==> src/rtl/up_down_sweep_ctrl_if.sv <==
// Signal bundle between up_down_sweep_ctrl, its host (start/done handshake)
// and the attached up/down counter. master = controller side.
interface up_down_sweep_ctrl_if #(
  parameter int WIDTH  = 16,
  parameter int PASS_W = 8
);
  logic              start;
  logic [WIDTH-1:0]  limit;
  logic [PASS_W-1:0] passes;
  logic              pause;
  logic              abort;
  logic [WIDTH-1:0]  count;
  logic              cnt_enable;
  logic              cnt_reverse;
  logic              cnt_clear;
  logic              busy;
  logic              done;
  logic              peak;
  logic [PASS_W-1:0] pass_left;

  modport master (
    input  start, limit, passes, pause, abort, count,
    output cnt_enable, cnt_reverse, cnt_clear, busy, done, peak, pass_left
  );

  modport slave (
    output start, limit, passes, pause, abort, count,
    input  cnt_enable, cnt_reverse, cnt_clear, busy, done, peak, pass_left
  );
endinterface

==> src/rtl/up_down_sweep_ctrl.sv <==
// Triangular-sweep sequencer for an up/down counter: CLEAR, then per pass UP to
// the latched limit, TOP, DOWN to zero. Optional abort logic: SWEEP_ABORT_EN.
module up_down_sweep_ctrl #(
  parameter int WIDTH  = 16,
  parameter int PASS_W = 8
) (
  input logic                 clk,
  input logic                 reset,
  up_down_sweep_ctrl_if.master bus
);

  typedef enum logic [2:0] {
    S_IDLE  = 3'd0,
    S_CLEAR = 3'd1,
    S_UP    = 3'd2,
    S_TOP   = 3'd3,
    S_DOWN  = 3'd4,
    S_DONE  = 3'd5
  } state_t;

  state_t            r_state;
  state_t            w_next;
  logic [WIDTH-1:0]  r_lim;
  logic [PASS_W-1:0] r_pass_left;
  logic [PASS_W-1:0] w_pass_next;
  logic [PASS_W-1:0] w_pass_dec;
  logic              r_busy;
  logic              r_done;
  logic              r_clear;
  logic              w_en;
  logic              w_rev;
  logic              w_peak;
  logic              w_at_lim;
  logic              w_at_zero;
  logic              w_sweeping;
  logic              w_hold;
  logic              w_abort;
  logic              w_accept;

  assign w_at_lim   = (bus.count == r_lim);
  assign w_at_zero  = (bus.count == {WIDTH{1'b0}});
  assign w_sweeping = (r_state == S_UP) || (r_state == S_TOP) || (r_state == S_DOWN);
  assign w_hold     = bus.pause && w_sweeping;
  assign w_accept   = (r_state == S_IDLE) && bus.start;
  assign w_pass_dec = r_pass_left - {{(PASS_W-1){1'b0}}, 1'b1};

`ifdef SWEEP_ABORT_EN
  assign w_abort = bus.abort && (w_sweeping || (r_state == S_CLEAR));
`else
  logic w_unused_abort;
  assign w_unused_abort = bus.abort;
  assign w_abort        = 1'b0;
`endif

  // Next-state decode plus the count-dependent counter controls.
  always_comb begin
    w_next      = r_state;
    w_pass_next = r_pass_left;
    w_en        = 1'b0;
    w_rev       = 1'b0;
    w_peak      = (r_state == S_TOP) && !bus.pause;
    if (w_abort) begin
      w_next = S_DONE;
    end else if (w_hold) begin
      w_next = r_state;
    end else begin
      case (r_state)
        S_IDLE: begin
          if (bus.start) begin
            w_next      = S_CLEAR;
            w_pass_next = bus.passes;
          end else begin
            w_next = S_IDLE;
          end
        end
        S_CLEAR: begin
          if (r_pass_left == {PASS_W{1'b0}}) w_next = S_DONE;
          else                               w_next = S_UP;
        end
        S_UP: begin
          if (w_at_lim) w_next = S_TOP;
          else          w_en   = 1'b1;
        end
        S_TOP: begin
          w_next = S_DOWN;
        end
        S_DOWN: begin
          if (w_at_zero) begin
            w_pass_next = w_pass_dec;
            if (w_pass_dec == {PASS_W{1'b0}}) w_next = S_DONE;
            else                              w_next = S_UP;
          end else begin
            w_en  = 1'b1;
            w_rev = 1'b1;
          end
        end
        S_DONE: begin
          w_next = S_IDLE;
        end
        default: begin
          w_next = S_IDLE;
        end
      endcase
    end
  end

  // State, latched limit, pass counter and the state-derived strobes.
  always_ff @(posedge clk) begin
    if (reset) begin
      r_state     <= S_IDLE;
      r_lim       <= {WIDTH{1'b0}};
      r_pass_left <= {PASS_W{1'b0}};
      r_busy      <= 1'b0;
      r_done      <= 1'b0;
      r_clear     <= 1'b0;
    end else begin
      r_state     <= w_next;
      r_pass_left <= w_pass_next;
      if (w_accept) r_lim <= bus.limit;
      else          r_lim <= r_lim;
      r_busy      <= (w_next == S_CLEAR) || (w_next == S_UP) ||
                     (w_next == S_TOP)   || (w_next == S_DOWN);
      r_done      <= (w_next == S_DONE);
      r_clear     <= (w_next == S_CLEAR);
    end
  end

  assign bus.cnt_enable  = w_en;
  assign bus.cnt_reverse = w_rev;
  assign bus.peak        = w_peak;
  assign bus.cnt_clear   = r_clear;
  assign bus.busy        = r_busy;
  assign bus.done        = r_done;
  assign bus.pass_left   = r_pass_left;

endmodule

==> src/flat_wrapper.sv <==
// flat-port wrapper written by rule: the top's interface ports become plain ports
module up_down_sweep_ctrl_flat 
#(
  parameter int WIDTH  = 16,
  parameter int PASS_W = 8
)
  (clk, reset, bus_start, bus_limit, bus_passes, bus_pause, bus_abort, bus_count, bus_cnt_enable, bus_cnt_reverse, bus_cnt_clear, bus_busy, bus_done, bus_peak, bus_pass_left);
  up_down_sweep_ctrl_if #(.WIDTH(WIDTH), .PASS_W(PASS_W)) bus_i ();
  input logic clk;
  input logic reset;
  input wire logic [$bits(bus_i.start)-1:0] bus_start;
  input wire logic [$bits(bus_i.limit)-1:0] bus_limit;
  input wire logic [$bits(bus_i.passes)-1:0] bus_passes;
  input wire logic [$bits(bus_i.pause)-1:0] bus_pause;
  input wire logic [$bits(bus_i.abort)-1:0] bus_abort;
  input wire logic [$bits(bus_i.count)-1:0] bus_count;
  output wire logic [$bits(bus_i.cnt_enable)-1:0] bus_cnt_enable;
  output wire logic [$bits(bus_i.cnt_reverse)-1:0] bus_cnt_reverse;
  output wire logic [$bits(bus_i.cnt_clear)-1:0] bus_cnt_clear;
  output wire logic [$bits(bus_i.busy)-1:0] bus_busy;
  output wire logic [$bits(bus_i.done)-1:0] bus_done;
  output wire logic [$bits(bus_i.peak)-1:0] bus_peak;
  output wire logic [$bits(bus_i.pass_left)-1:0] bus_pass_left;
  assign bus_i.start = bus_start;
  assign bus_i.limit = bus_limit;
  assign bus_i.passes = bus_passes;
  assign bus_i.pause = bus_pause;
  assign bus_i.abort = bus_abort;
  assign bus_i.count = bus_count;
  assign bus_cnt_enable = bus_i.cnt_enable;
  assign bus_cnt_reverse = bus_i.cnt_reverse;
  assign bus_cnt_clear = bus_i.cnt_clear;
  assign bus_busy = bus_i.busy;
  assign bus_done = bus_i.done;
  assign bus_peak = bus_i.peak;
  assign bus_pass_left = bus_i.pass_left;
  up_down_sweep_ctrl #(.WIDTH(WIDTH), .PASS_W(PASS_W)) u_core (.clk(clk), .reset(reset), .bus(bus_i));
endmodule
==> config.mk <==
export PLATFORM = sky130hd
export DESIGN_NAME = up_down_sweep_ctrl_flat
export DESIGN_NICKNAME = d
export VERILOG_FILES = /design/src/rtl/up_down_sweep_ctrl_if.sv /design/src/rtl/up_down_sweep_ctrl.sv /design/src/flat_wrapper.sv
export SDC_FILE = /design/constraint.sdc
export NUM_CORES = 1
export LEC_CHECK = 0
export CORE_MARGIN = 3
export CORE_UTILIZATION = 35
export DETAILED_ROUTE_END_ITERATION = 7
export RECOVER_POWER = 25
export SLEW_MARGIN = 10
export SYNTH_ARGS = -nofsm -noshare
export SYNTH_HDL_FRONTEND = slang
export SYNTH_SLANG_ARGS = --single-unit
==> constraint.sdc <==
create_clock -name clk -period 7.1 [get_ports clk]
set_input_delay 1.42 -clock clk [delete_from_list [all_inputs] [get_ports clk]]
set_output_delay 1.42 -clock clk [all_outputs]
set_load 0.1 [all_outputs]
* Yosys cells after proc, flatten, opt, wreduce, memory -nomap -nowiden
Index checks and enable logic that the tools add are counted.
Cells by class: muxes and demuxes 16, $add $sub $neg 1, reductions and logical operators 15, equal/unequal tests 12, bitwise logic cells 1
Operators by type and width (number):
- $eq A16 B16 Y1 | 1
- $logic_not A16 Y1 | 1
- $logic_not A8 Y1 | 2
- $mux W8 | 2
- $pmux W8 S2 | 1
- $mux W3 | 5
- $pmux W3 S5 | 1
- $eq A3 B2 Y1 const B | 4
- $eq A3 B3 Y1 const B | 3
- $sub A8 B1 Y8 const B | 1
- $eq A3 B1 Y1 const B | 2
- $mux W1 | 6
- $logic_or A1 B1 Y1 | 5
- $reduce_and A4 Y1 | 1
- $logic_and A1 B1 Y1 | 3
- $logic_not A3 Y1 | 1
- $ne A2 B1 Y1 const B | 1
- $ne A2 B2 Y1 const B | 1
- $pmux W1 S2 | 1
- $reduce_bool A2 Y1 | 1
- $logic_not A1 Y1 | 1
- $not A1 Y1 | 1
Word-level totals: bits of input ports 45, bits in registers 30

* Longest topological paths before layout
depth in word-level cells 10, depth in mapped cells 8

* Worst setup path before layout
Ideal clock, no wire load.
path kind input-to-output, from in bus_count[4], to out bus_cnt_enable, arrival 3.874 ns, setup slack 1.806 ns, stages on the path 5, path through nor4_1 > nand4_1 > nand2_1 > o22a_1 > nor3_1
On the way: cells in the longest elaborated chain, start to end 4
Ends and longest elaborated chain:
- from (decl) | line flat_wrapper.sv:16 | input wire logic [$bits(bus_i.count)-1:0] bus_count;
- $eq A16 B16 Y1 / $logic_not A16 Y1 (equally long branches) | line up_down_sweep_ctrl.sv:40, up_down_sweep_ctrl.sv:41
- $mux W1, on equally long branches | line up_down_sweep_ctrl.sv:81, up_down_sweep_ctrl.sv:88
- $pmux W1 S2 * | line up_down_sweep_ctrl.sv:67 | case (r_state)
- $mux W1 * | line up_down_sweep_ctrl.sv:64 | end else if (w_hold) begin
- to (decl) | line flat_wrapper.sv:17 | output wire logic [$bits(bus_i.cnt_enable)-1:0] bus_cnt_enable;
Every way passes the cells marked *; elsewhere a longest branch is shown, timed or not.

* Worst setup path after layout
Ends and elaborated chain as after synthesis.

==> results.json <==
{
  "yosysTopAreaCellShare_pct": 35.1,
  "yosysWarnings": 0,
  "start_util_pct": 37.7,
  "dieArea_sq_mm": 0.00577,
  "whs_path_depth": 2,
  "layout_common_cells": "clkdlybuf4s50_1, nand2_1, dfxtp_1",
  "antenna_found_initial": 0,
  "clock_latency_ps": 270,
  "final_common_cell": "clkdlybuf4s50_1",
  "io_pins": 59,
  "slew_violations": 0,
  "cts_tree": "built",
  "ys_seq_area_share_pct": 35.1,
  "grt_max_degree": 30,
  "whs_endpoint": "u_core.r_lim[4]",
  "max-vdd-ir-drop_v": 0.000211,
  "gp_congestion": 0.778,
  "syn_area_per_cell_sq_um": 7.61,
  "die_h_um": 75.9,
  "setup_viol": 0,
  "netlist_instances": 225,
  "gr-total-overflow": 0,
  "crit_path_start_kind": "primary input",
  "setup-tns-final_ps": 0,
  "drive_gt1_share_pct": 4.68,
  "nFillCells": 452,
  "dp_hpwl_um": 3480,
  "routed_wire_length_per_instance_um": 13.6,
  "path_max_fanout": 2,
  "cts_root_buf": "clkbuf_8",
  "synth_nets": 273,
  "area_growth_pct": 40.1,
  "synthTopCellsByArea": "dfxtp_1, nand2_1, xnor2_1, a21oi_1, nor2_1",
  "n_antenna_cell": 0,
  "fin_skew_ps": 5.03,
  "postCtsSetupRepairBufs": 0,
  "viasPerCell": 4.94,
  "fin_nets": 325,
  "hp-start": "u_core.r_lim[4]",
  "vias": 1693,
  "yosysTopAreaCell": "dfxtp_1",
  "rrSetupSlack_ps": 4590,
  "cts_resized": 0,
  "r2r_start": "u_core.r_state[0]",
  "synth_cell_types": 39,
  "relSlewSlack_pct": 35.2,
  "drv_cap": 0,
  "clock-sinks": 30,
  "coreArea_sq_mm": 0.00453,
  "post-route-period-util_pct": 74.1,
  "drt_wl_total_um": 4650,
  "synth-seq-cells": 30,
  "grt_pass1_wl_um": 7800,
  "multiInputGateArea_sq_mm": 0.00103,
  "die_w_um": 75.9,
  "track_usage_pct": 16.3,
  "synthArstFlopShare_pct": 0,
  "p_leak_nw": 0.837,
  "syn_area_sq_mm": 0.00171,
  "worst_r2r_path_depth": 5,
  "ctsLongestPathBuffers": 2,
  "required_ps": 5680,
  "timing.fmax_ghz": 0.190,
  "cts_buffers": 5,
  "ant_nets": 0,
  "r2r-end": "u_core.bus.cnt_clear",
  "p_per_area_mw_per_mm2": 340,
  "ys_dominant_reg_cell": "dfxtp_1",
  "seqCellArea_sq_um": 601,
  "drtIter0Drc": 69,
  "port_buffers": 57,
  "end_kind": "primary output",
  "hold_viol_final": 0,
  "drt_drc_violations_left": 0,
  "outcome": "finished, final reports clean",
  "cts.htree.levels": 2,
  "rows": 24,
  "utilization_pct": 52.9,
  "ctsHoldBuffers": 0,
  "worstMarginPinSlew_ps": 969,
  "crit_type": "primary input to primary output",
  "critPathArrivalTime_ps": 3840,
  "grt_pass1_vias": 1604,
  "first_pass_iters": 4,
  "synth_edf_count": 0,
  "min_path_type": "register to register",
  "rsz0062_at_grt": "no",
  "layout_min_cycle_time_ps": 5260,
  "path_clk_slew_ps": 60
}
[synth_stat cells (4+ instances only)]
| cell type | n |
|---|---|
| xnor2_1 | 17 |
| nand4_1 | 7 |
| clkbuf_1 | 10 |
| a21oi_1 | 29 |
| dfxtp_1 | 30 |
| nor3_1 | 9 |
| inv_1 | 5 |
| o21ai_1 | 4 |
| o21ai_0 | 5 |
| nor2_1 | 13 |
| nand2_1 | 49 |
| nor4_1 | 6 |
[registers in the layout (all words and copies together), names as in the netlist]
signal,flops
u_core.r_lim,16
u_core.bus.pass_left,8
u_core.r_state,3
u_core.bus.busy,1
u_core.bus.cnt_clear,1
u_core.bus.done,1
[where the power goes]
part,total [mW],internal [mW],switching [mW]
clock network,0.138,0.0780,0.0596
logic,0.428,0.147,0.281
registers,0.248,0.205,0.0432
[cells by family (layout without fill, tap and decap cells)]
logic type	count (synthesis)	count (layout)	synth area share, %
simple gates	99	99	27.7
fa+ha+maj	3	3	2.19
xor+xnor	17	17	8.70
buf+inv	18	71	4.90
compound gates	58	58	21.4
flops	30	30	35.1
[worst max-delay path by stage]
stage,slack [ps],to,startpoint
global route,1710,bus_cnt_enable,bus_count[3]
CTS,1820,bus_cnt_enable,bus_count[5]
global placement,1810,bus_cnt_enable,bus_count[5]
finish,1840,bus_cnt_enable,bus_count[4]
floorplan,1810,bus_cnt_enable,bus_count[4]
detailed placement,1820,bus_cnt_enable,bus_count[5]
[through the flow]
step / std cells / instance area, sq um / hold WS, ps / power, mW / setup slack, ps
after CTS: 343 / 2400 / 469 / 0.823 / 1820
after detailed placement: 335 / 2310 / 460 / 0.682 / 1820
after global placement: 335 / 2310 / 457 / 0.682 / 1810
after global routing: 343 / 2400 / 486 / 0.870 / 1710
after floorplan: 225 / 1710 / 449 / 0.584 / 1810
final: 343 / 2400 / 469 / 0.814 / 1840
[critical path, cell delays in order]
cell	delay [ps]
clkdlybuf4s50_1	520
xnor2_1	140
nand4_1	130
nor4_1	380
o22a_1	230
nor3_1	50
clkdlybuf4s50_1	980
[metal layers]
| metal | GRT usage (%) | vias to the layer above | routed length (um) |
|---|---|---|---|
| met1 | 23.5 | 760 | 2360 |
| met4 | 4.35 | 0 | 35 |
| met3 | 3.79 | 4 | 193 |
| met2 | 24.4 | 33 | 2070 |
| met5 | 0 | - | 0 |
| li1 | - | 896 | - |
[cell type report]
type	instances	share of cell area, %
tap	65	3.39
inverter	5	0.783
multi-input combinational	177	42.8
sequential	30	25.1
clock inverter	1	0.209
clock buffer	7	3.60
timing repair buffer	58	24.1
Power figures use the tool's default switching activity.
